===== src/rtl/yantra_alu_arbiter_if.sv =====
// Bundle of the requester, ALU and response channels around yantra_alu_arbiter.
// The master modport is the arbiter's view; slave is the clients/ALU side.
interface yantra_alu_arbiter_if #(
    parameter int NREQ  = 4,
    parameter int IDW   = 2,
    parameter int WIDTH = 32
);
    logic [NREQ-1:0]       req_valid;
    logic [NREQ-1:0]       req_ready;
    logic [4*NREQ-1:0]     req_opcode;
    logic [WIDTH*NREQ-1:0] req_a;
    logic [WIDTH*NREQ-1:0] req_b;

    logic [WIDTH-1:0]      alu_operand_a;
    logic [WIDTH-1:0]      alu_operand_b;
    logic [3:0]            alu_opcode;
    logic [2*WIDTH-1:0]    alu_result;
    logic                  alu_overflow;
    logic                  alu_valid;

    logic                  rsp_valid;
    logic                  rsp_ready;
    logic [IDW-1:0]        rsp_id;
    logic [2*WIDTH-1:0]    rsp_result;
    logic                  rsp_overflow;
    logic                  rsp_zero;
    logic                  rsp_error;

    logic                  busy;
    logic [15:0]           op_count;

    modport master (
        input  req_valid, req_opcode, req_a, req_b,
        input  alu_result, alu_overflow, alu_valid, rsp_ready,
        output req_ready, alu_operand_a, alu_operand_b, alu_opcode,
        output rsp_valid, rsp_id, rsp_result, rsp_overflow, rsp_zero, rsp_error,
        output busy, op_count
    );

    modport slave (
        output req_valid, req_opcode, req_a, req_b,
        output alu_result, alu_overflow, alu_valid, rsp_ready,
        input  req_ready, alu_operand_a, alu_operand_b, alu_opcode,
        input  rsp_valid, rsp_id, rsp_result, rsp_overflow, rsp_zero, rsp_error,
        input  busy, op_count
    );
endinterface


===== src/rtl/yantra_alu_arbiter.sv =====
// Round-robin sharing of one registered ALU among NREQ requesters: one operation
// in flight, operands held for ALU_LAT cycles, tagged response with backpressure.
module yantra_alu_arbiter #(
    parameter int NREQ    = 4,
    parameter int IDW     = 2,
    parameter int WIDTH   = 32,
    parameter int ALU_LAT = 1
) (
    input  logic                clk,
    input  logic                rst,
    yantra_alu_arbiter_if.master bus
);
    localparam int CW = $clog2(ALU_LAT + 1);
    localparam int SW = IDW + 1;

    localparam logic [1:0] S_IDLE = 2'd0;
    localparam logic [1:0] S_EXEC = 2'd1;
    localparam logic [1:0] S_RESP = 2'd2;

    logic [1:0]         state_q, state_d;
    logic [IDW-1:0]     ptr_q, ptr_d;
    logic [IDW-1:0]     id_q, id_d;
    logic [CW-1:0]      cnt_q, cnt_d;
    logic [WIDTH-1:0]   alu_a_q, alu_a_d;
    logic [WIDTH-1:0]   alu_b_q, alu_b_d;
    logic [3:0]         alu_op_q, alu_op_d;
    logic               rsp_valid_q, rsp_valid_d;
    logic [2*WIDTH-1:0] rsp_result_q, rsp_result_d;
    logic               rsp_overflow_q, rsp_overflow_d;
    logic               rsp_zero_q, rsp_zero_d;
    logic               rsp_error_q, rsp_error_d;
    logic [15:0]        op_count_q, op_count_d;

    logic               grant_found;
    logic [IDW-1:0]     grant_idx;
    logic [SW-1:0]      cand;
    logic [NREQ-1:0]    req_ready;
    logic [3:0]         sel_op;
    logic [WIDTH-1:0]   sel_a;
    logic [WIDTH-1:0]   sel_b;

    // Walk from the pointer upward, wrapping, and take the first valid requester.
    always_comb begin
        // NOTE: every combinational output gets a default first so no path leaves it unassigned (no latch).
        grant_found = 1'b0;
        grant_idx   = '0;
        cand        = '0;
        for (int i = 0; i < NREQ; i++) begin
            cand = {1'b0, ptr_q} + SW'(i);
            if (cand >= SW'(NREQ)) cand = cand - SW'(NREQ);
            if (!grant_found && bus.req_valid[cand[IDW-1:0]]) begin
                grant_found = 1'b1;
                grant_idx   = cand[IDW-1:0];
            end
        end
    end

    always_comb begin
        sel_op = '0;
        sel_a  = '0;
        sel_b  = '0;
        for (int i = 0; i < NREQ; i++) begin
            if (grant_idx == IDW'(i)) begin
                sel_op = bus.req_opcode[4*i +: 4];
                sel_a  = bus.req_a[WIDTH*i +: WIDTH];
                sel_b  = bus.req_b[WIDTH*i +: WIDTH];
            end
        end
    end

    always_comb begin
        req_ready = '0;
        if (state_q == S_IDLE && grant_found) req_ready[grant_idx] = 1'b1;
    end

    always_comb begin
        state_d        = state_q;
        ptr_d          = ptr_q;
        id_d           = id_q;
        cnt_d          = cnt_q;
        alu_a_d        = alu_a_q;
        alu_b_d        = alu_b_q;
        alu_op_d       = alu_op_q;
        rsp_valid_d    = rsp_valid_q;
        rsp_result_d   = rsp_result_q;
        rsp_overflow_d = rsp_overflow_q;
        rsp_zero_d     = rsp_zero_q;
        rsp_error_d    = rsp_error_q;
        op_count_d     = op_count_q;
        case (state_q)
            S_IDLE: begin
                if (grant_found) begin
                    alu_op_d = sel_op;
                    alu_a_d  = sel_a;
                    alu_b_d  = sel_b;
                    id_d     = grant_idx;
                    ptr_d    = (grant_idx == IDW'(NREQ - 1)) ? '0 : grant_idx + IDW'(1);
                    cnt_d    = CW'(ALU_LAT);
                    state_d  = S_EXEC;
                end
            end
            S_EXEC: begin
                if (cnt_q != '0) begin
                    cnt_d = cnt_q - CW'(1);
                end else begin
                    // Zero is derived from the captured result, not taken from the ALU.
                    rsp_result_d   = bus.alu_result;
                    rsp_overflow_d = bus.alu_overflow;
                    rsp_error_d    = ~bus.alu_valid;
                    rsp_zero_d     = (bus.alu_result == '0);
                    rsp_valid_d    = 1'b1;
                    state_d        = S_RESP;
                end
            end
            S_RESP: begin
                if (rsp_valid_q && bus.rsp_ready) begin
                    rsp_valid_d = 1'b0;
                    op_count_d  = op_count_q + 16'd1;
                    state_d     = S_IDLE;
                end
            end
            default: state_d = S_IDLE;
        endcase
    end

    // NOTE: sequential state is updated with non-blocking assignments only.
    always_ff @(posedge clk) begin
        if (rst) begin
            state_q        <= S_IDLE;
            ptr_q          <= '0;
            id_q           <= '0;
            cnt_q          <= '0;
            alu_a_q        <= '0;
            alu_b_q        <= '0;
            alu_op_q       <= '0;
            rsp_valid_q    <= 1'b0;
            rsp_result_q   <= '0;
            rsp_overflow_q <= 1'b0;
            rsp_zero_q     <= 1'b0;
            rsp_error_q    <= 1'b0;
            op_count_q     <= '0;
        end else begin
            state_q        <= state_d;
            ptr_q          <= ptr_d;
            id_q           <= id_d;
            cnt_q          <= cnt_d;
            alu_a_q        <= alu_a_d;
            alu_b_q        <= alu_b_d;
            alu_op_q       <= alu_op_d;
            rsp_valid_q    <= rsp_valid_d;
            rsp_result_q   <= rsp_result_d;
            rsp_overflow_q <= rsp_overflow_d;
            rsp_zero_q     <= rsp_zero_d;
            rsp_error_q    <= rsp_error_d;
            op_count_q     <= op_count_d;
        end
    end

    assign bus.req_ready     = req_ready;
    assign bus.alu_operand_a = alu_a_q;
    assign bus.alu_operand_b = alu_b_q;
    assign bus.alu_opcode    = alu_op_q;
    assign bus.rsp_valid     = rsp_valid_q;
    assign bus.rsp_id        = id_q;
    assign bus.rsp_result    = rsp_result_q;
    assign bus.rsp_overflow  = rsp_overflow_q;
    assign bus.rsp_zero      = rsp_zero_q;
    assign bus.rsp_error     = rsp_error_q;
    assign bus.busy          = (state_q != S_IDLE);
    assign bus.op_count      = op_count_q;
endmodule


===== src/flat_wrapper.sv =====
// flat-port wrapper written by rule: the top's interface ports become plain ports
module yantra_alu_arbiter_flat 
#(
    parameter int NREQ    = 4,
    parameter int IDW     = 2,
    parameter int WIDTH   = 32,
    parameter int ALU_LAT = 1
)
  (clk, rst, bus_req_valid, bus_req_opcode, bus_req_a, bus_req_b, bus_alu_result, bus_alu_overflow, bus_alu_valid, bus_rsp_ready, bus_req_ready, bus_alu_operand_a, bus_alu_operand_b, bus_alu_opcode, bus_rsp_valid, bus_rsp_id, bus_rsp_result, bus_rsp_overflow, bus_rsp_zero, bus_rsp_error, bus_busy, bus_op_count);
  yantra_alu_arbiter_if #(.NREQ(NREQ), .IDW(IDW), .WIDTH(WIDTH)) bus_i ();
  input  logic clk;
  input  logic rst;
  input wire logic [$bits(bus_i.req_valid)-1:0] bus_req_valid;
  input wire logic [$bits(bus_i.req_opcode)-1:0] bus_req_opcode;
  input wire logic [$bits(bus_i.req_a)-1:0] bus_req_a;
  input wire logic [$bits(bus_i.req_b)-1:0] bus_req_b;
  input wire logic [$bits(bus_i.alu_result)-1:0] bus_alu_result;
  input wire logic [$bits(bus_i.alu_overflow)-1:0] bus_alu_overflow;
  input wire logic [$bits(bus_i.alu_valid)-1:0] bus_alu_valid;
  input wire logic [$bits(bus_i.rsp_ready)-1:0] bus_rsp_ready;
  output wire logic [$bits(bus_i.req_ready)-1:0] bus_req_ready;
  output wire logic [$bits(bus_i.alu_operand_a)-1:0] bus_alu_operand_a;
  output wire logic [$bits(bus_i.alu_operand_b)-1:0] bus_alu_operand_b;
  output wire logic [$bits(bus_i.alu_opcode)-1:0] bus_alu_opcode;
  output wire logic [$bits(bus_i.rsp_valid)-1:0] bus_rsp_valid;
  output wire logic [$bits(bus_i.rsp_id)-1:0] bus_rsp_id;
  output wire logic [$bits(bus_i.rsp_result)-1:0] bus_rsp_result;
  output wire logic [$bits(bus_i.rsp_overflow)-1:0] bus_rsp_overflow;
  output wire logic [$bits(bus_i.rsp_zero)-1:0] bus_rsp_zero;
  output wire logic [$bits(bus_i.rsp_error)-1:0] bus_rsp_error;
  output wire logic [$bits(bus_i.busy)-1:0] bus_busy;
  output wire logic [$bits(bus_i.op_count)-1:0] bus_op_count;
  assign bus_i.req_valid = bus_req_valid;
  assign bus_i.req_opcode = bus_req_opcode;
  assign bus_i.req_a = bus_req_a;
  assign bus_i.req_b = bus_req_b;
  assign bus_i.alu_result = bus_alu_result;
  assign bus_i.alu_overflow = bus_alu_overflow;
  assign bus_i.alu_valid = bus_alu_valid;
  assign bus_i.rsp_ready = bus_rsp_ready;
  assign bus_req_ready = bus_i.req_ready;
  assign bus_alu_operand_a = bus_i.alu_operand_a;
  assign bus_alu_operand_b = bus_i.alu_operand_b;
  assign bus_alu_opcode = bus_i.alu_opcode;
  assign bus_rsp_valid = bus_i.rsp_valid;
  assign bus_rsp_id = bus_i.rsp_id;
  assign bus_rsp_result = bus_i.rsp_result;
  assign bus_rsp_overflow = bus_i.rsp_overflow;
  assign bus_rsp_zero = bus_i.rsp_zero;
  assign bus_rsp_error = bus_i.rsp_error;
  assign bus_busy = bus_i.busy;
  assign bus_op_count = bus_i.op_count;
  yantra_alu_arbiter #(.NREQ(NREQ), .IDW(IDW), .WIDTH(WIDTH), .ALU_LAT(ALU_LAT)) u_core (.clk(clk), .rst(rst), .bus(bus_i));
endmodule

===== config.mk =====
export PLATFORM = sky130hd
export DESIGN_NAME = yantra_alu_arbiter_flat
export DESIGN_NICKNAME = d
export VERILOG_FILES = /design/src/rtl/yantra_alu_arbiter_if.sv /design/src/rtl/yantra_alu_arbiter.sv /design/src/flat_wrapper.sv
export SDC_FILE = /design/constraint.sdc
export NUM_CORES = 1
export LEC_CHECK = 0
export BUFFER_PORTS_ARGS = -buffer_cell sky130_fd_sc_hd__buf_4
export CAP_MARGIN = 20
export CORE_AREA = 2 2 196 198
export DETAILED_ROUTE_END_ITERATION = 8
export DIE_AREA = 0 0 198 200
export GPL_TIMING_DRIVEN = 1
export SETUP_SLACK_MARGIN = 0.4
export SYNTH_ARGS = -nofsm -noshare
export SYNTH_HDL_FRONTEND = slang
export SYNTH_SLANG_ARGS = --single-unit

===== constraint.sdc =====
create_clock -name clk -period 3.54 [get_ports clk]
set_input_delay 0.708 -clock clk [delete_from_list [all_inputs] [get_ports clk]]
set_output_delay 0.708 -clock clk [all_outputs]
set_load 0.005 [all_outputs]

# Word level (Yosys, flattened, before mapping)
# Index checks and enable logic that the tools add are counted.
# word_totals
ff_bits,159
inputBits,345
# classes
addsub,10
magnitude_cmp,10
eq_ne,8
mux,46
bitwise_logic,2
n_reduce_logical,21
# op_table
operator,count
two-way mux 32 bit,8
logical NOT 64 bit,1
two-way mux 2 bit,12
two-way mux 4 bit,5
"adder 16 x 1 -> 16 bit, second input constant",1
"less-than comparator 2 x 3 -> 1 bit, second input constant",5
two-way mux 1 bit,13
"greater-or-equal comparator 3 bit, second input constant",3
binary-select mux 1 bit (select 2 bit),4
AND reduction 2 bit,4
"subtractor 2 x 1 -> 2 bit, second input constant",4
"adder 2 x 2 -> 3 bit, second input constant",2
"== test 2 bit, second input constant",3
logical AND 1 bit,6
case mux 2 bit (3 select lines),1
AND reduction 3 bit,2
nonzero test 2 bit,3
"== test 2 x 1 -> 1 bit, second input constant",2
logical NOT 2 bit,2
"inequality test 2 x 1 -> 1 bit, second input constant",2
case mux 1 bit (2 select lines),2
"adder 2 x 1 -> 3 bit, second input constant",1
"greater-or-equal comparator 2 x 3 -> 1 bit, second input constant",1
logical NOT 1 bit,3
other kinds (6),7

# Longest topological paths before layout
# depth
depth_word,19
depth_mapped,11
depth_no_buf,9

# Least setup slack after synthesis
# No wires, ideal clock.
# synth_timing
path_type,input to output
startpoint,in bus_req_valid[0]
endpoint,out bus_req_ready[1]
t_arrival_ns,2.624
required_time_ns,2.832
setup_slack_ns,0.208
cell_stages,9
cell_sequence,nor2b_1 > o21ba_2 > a211oi_1 > and2_1 > ha_1 > clkbuf_1 > clkbuf_1 > clkbuf_1 > and2_1
# synth_via
elab_chain_len,17
elab_cells_between_ends,29
# synth_lines
element,line,source
start: declaration,flat_wrapper.sv:13,input wire logic [$bits(bus_i.req_valid)-1:0] bus_req_valid;
binary-select mux 1 bit (select 2 bit),yantra_alu_arbiter.sv:51,if (!grant_found && bus.req_valid[cand[IDW-1:0]]) begin
two-way mux 1 bit (implied by the code),yantra_alu_arbiter.sv:51,
two-way mux 1 bit,yantra_alu_arbiter.sv:51,
logical NOT 1 bit,yantra_alu_arbiter.sv:51,
logical AND 1 bit,yantra_alu_arbiter.sv:51,
two-way mux 1 bit,yantra_alu_arbiter.sv:51,
logical NOT 1 bit,yantra_alu_arbiter.sv:51,
logical AND 1 bit,yantra_alu_arbiter.sv:51,
[... 2 more ...],--,
logical AND 1 bit,yantra_alu_arbiter.sv:51,
two-way mux 2 bit (*),yantra_alu_arbiter.sv:51,
via u_core.grant_idx[0],yantra_alu_arbiter.sv:35,logic [IDW-1:0] grant_idx;
less-than comparator 2 x 3 -> 1 bit (implied by the code) or greater-or-equal comparator 2 x 1 -> 1 bit (tied branches),yantra_alu_arbiter.sv:73,if (state_q == S_IDLE && grant_found) req_ready[grant_idx] = 1'b1;
logical AND 1 bit (implied by the code),yantra_alu_arbiter.sv:73,
two-way mux 1 bit (implied by the code),yantra_alu_arbiter.sv:73,
demux 1 bit (select 2 bit) (*),--,
two-way mux 4 bit (*),yantra_alu_arbiter.sv:73,
end: declaration,flat_wrapper.sv:21,output wire logic [$bits(bus_i.req_ready)-1:0] bus_req_ready;
# Mark *: on every way through the listed nets, which the timed path passes. The rest lies on a longest branch. The select of a mux whose other input is x is not followed.

# Worst setup path after layout
# Ends and elaborated chain as after synthesis.

==> results.json <==
{
  "outcome": "completed",
  "grt_overflow": 0,
  "fin_setup_tns_ps": 0,
  "row_count": 71,
  "critPathKind": "in2out",
  "h-tree-depth": 4,
  "grt_first_pass_wirelength_um": 54000,
  "reg2reg_depth": 11,
  "ys_async_sr_fraction_pct": 0,
  "vias": 9814,
  "synthFlopType": "dfxtp_1",
  "ys_types": 41,
  "portBuffers": 503,
  "power_density_nw_per_um2": 552,
  "synth.avg_cell_area_um2": 7.66,
  "clock_latency_ps": 450,
  "drt-total-wl_um": 37800,
  "clkTransAtPathRegs_ps": 70,
  "grt_pass1_vias": 9350,
  "viasPerCell": 4.77,
  "clk_path_buf_depth": 2,
  "final_area_um2": 13300,
  "post-place-cells": 2015,
  "path_cells": "buf_4, nor2b_1, o21ba_2, a211oi_2, and2_1, ha_4, and2_1, buf_4",
  "synth.cell_area_um2": 8240,
  "io_pins": 504,
  "core-area_um2": 37400,
  "holdPathEnd": "u_core.bus.rsp_error",
  "clock_sinks": 159,
  "syn_nets": 1425,
  "critPathLaunchType": "primary input",
  "hpwl_um": 28100,
  "layout.nets": 1882,
  "ant_nets": 0,
  "routedWlPerCell_um": 18.4,
  "drive_gt1_share_pct": 37.8,
  "cpPeakStageDelay_ps": 280,
  "drv_slew": 0,
  "fin_util_pct": 35.6,
  "tightest_slew_ps": 1000,
  "setup_viol": 0,
  "worst_ir_drop_vdd_mv": 0.345,
  "maxCapViolCount": 0,
  "min_period_over_period_pct": 84.7,
  "ys_ff_latch": 159,
  "crit_arrival_ps": 2290,
  "hold_depth": 2,
  "synth-edff-count": 0,
  "finClkSkew_ps": 12.9,
  "r2r_end": "u_core.bus.alu_operand_a[23]",
  "cpMaxStageDelayCell": "and2_1",
  "cp.required_ps": 2830,
  "antenna_found_initial": 0,
  "start_util_pct": 22.0,
  "max_freq_ghz": 0.333,
  "reg2reg_slack_ps": 830,
  "worst-path-max-fanout": 8,
  "die_width_um": 198,
  "ys_seq_area_share_pct": 38.6,
  "leakagePower_uw": 0.00582,
  "r2r_start": "u_core.ptr_q[0]",
  "drc": 0,
  "timing.critical_path.buf_inv": 2,
  "place_congestion": 0.930,
  "cts_inserted_buffers": 17,
  "finalCriticalPeriod_ps": 3000,
  "root_buffer": "clkbuf_16",
  "cp_num_cells": 8,
  "die_area_um2": 39600,
  "synth_cells": 1075,
  "track_usage_pct": 17.8,
  "grt_max_degree": 111,
  "min-delay-start": "bus_alu_valid",
  "cts_tree": "done",
  "dr.first_iter.drc_count": 586,
  "hold_path_class": "in2reg",
  "relSlewSlack_pct": 33.1,
  "first_pass_iters": 5,
  "hold_viol_final": 0,
  "crit_family": "simple AND/OR/NAND/NOR gates",
  "rsz0062_at_grt": "no",
  "die_h_um": 200,
  "cp-end-kind": "output pin",
  "synth.yosys.warnings": 0,
  "ctsHoldBuffers": 0,
  "area_delta_synth_final_pct": 61.9,
  "stdcell_count": 2057,
  "fill_cells": 3950,
  "place_area_um2": 12600
}
## synthesized netlist by cell type, drive strengths merged (5+ instances only)
library cell | number | area share, %
nand2 | 215 | 9.8
dfxtp | 159 | 39
nor2b | 137 | 10
clkbuf | 94 | 4.3
nor2 | 84 | 3.8
a21oi | 79 | 4.8
nor3 | 73 | 4.4
a221oi | 68 | 7.2
o311a | 68 | 8.3
nor4 | 17 | 1.3
buf | 7 | 0.33
and2 | 6 | 0.46
inv | 6 | 0.27
nand4 | 6 | 0.46
o21ai | 6 | 0.36
or4 | 6 | 0.55
ha | 5 | 0.76
xnor2 | 5 | 0.53
## cell families (layout without fill, tap and decap cells)
logic type               count (synthesis)  count (layout)  share of synthesized area (%)
flip-flops                             159             159                           38.6
other                                    0               1                              0
adder cells (fa/ha/maj)                  5               5                          0.760
multiplexers                             1               1                          0.137
XOR/XNOR                                 7               7                          0.744
buffers and inverters                  107             577                           4.91
AO/OA/AOI/OAI                          233             233                           21.8
AND/OR/NAND/NOR                        563             563                           33.0
## layout by cell type, fill, tap and decap left out, drive strengths merged, types with 5 or more instances in the layout
cell type and count:
dfxtp 159, o21ai 6, nor2 84, nor3 73, ha 5, a21oi 79
a221oi 68, nand4 6, nand2 215, nor2b 137, clkbuf 20, or4 6
nor4 17, and2 6, buf 539, inv 12, o311a 68, xnor2 5
## registers in the layout, summed over array words and instances (netlist names), 2 cells and up
name / flops
u_core.ptr_q: 2
u_core.bus.alu_operand_a: 32
u_core.bus.alu_opcode: 4
u_core.bus.rsp_id: 2
u_core.bus.op_count: 16
u_core.bus.rsp_result: 64
u_core.state_q: 2
u_core.bus.alu_operand_b: 32
## metal layers
layer	part of all wire, %	vias to the layer above	track usage (%)
met5	0	-	0
met4	3.0	0	7.52
met3	6.8	60	4.27
met2	49	396	29.8
met1	42	4618	21.8
li1	-	4740	-
## final cells by class
type	count	area (um^2)	area share (%)
multi-input combinational	809	4720	35.4
timing repair buffer	539	4130	31.0
sequential	159	3180	23.9
tap	511	639	4.80
clock buffer	20	467	3.50
clock inverter	12	170	1.28
inverter	6	22.5	0.169
antenna	1	2.50	0.0188
## worst max path at each step
stage                     slack (ps)             start                          end
after floorplan                  440  bus_req_valid[0]             bus_req_ready[3]
after global placement           170  bus_req_valid[0]  u_core.bus.alu_operand_b[4]
after detailed placement         150  bus_req_valid[0]  u_core.bus.alu_operand_b[4]
after CTS                        260  bus_req_valid[0]             bus_req_ready[1]
after global routing             450  bus_req_valid[0]             bus_req_ready[1]
final                            540  bus_req_valid[0]             bus_req_ready[1]
## metrics by stage
step / total power, uW / worst slack, ps / hold slack [ps]
3_5_place_dp: 5270 / 154 / 448
5_1_grt: 7810 / 451 / 419
4_1_cts: 7370 / 261 / 404
3_3_place_gp: 5220 / 172 / 444
6_report: 7360 / 540 / 436
2_1_floorplan: 3870 / 441 / 453
## worst reg2reg max path: stages (launching register included)
cell,delay (ps)
dfxtp_1,390
nor2b_1,80
o21ba_2,230
a211oi_2,250
and2_1,280
ha_4,270
buf_4,190
buf_12,160
nor2b_1,60
a221oi_1,450
o311a_1,210
nor3_1,50
## repair_timing
action,in CTS,in global routing
setup buffers,0,9
endpoints found under the setup margin,2,4
pin swaps,1,1
resized for setup,1,1
## power breakdown
| group | leakage, uW | total [uW] | internal (uW) | switching, uW |
|---|---|---|---|---|
| clock network | 0.000316 | 2060 | 1190 | 876 |
| logic | 0.00420 | 3040 | 1500 | 1540 |
| registers | 0.00131 | 2260 | 2080 | 180 |
| total | 0.00582 | 7360 | 4770 | 2590 |
Power figures use the tool's default switching activity.
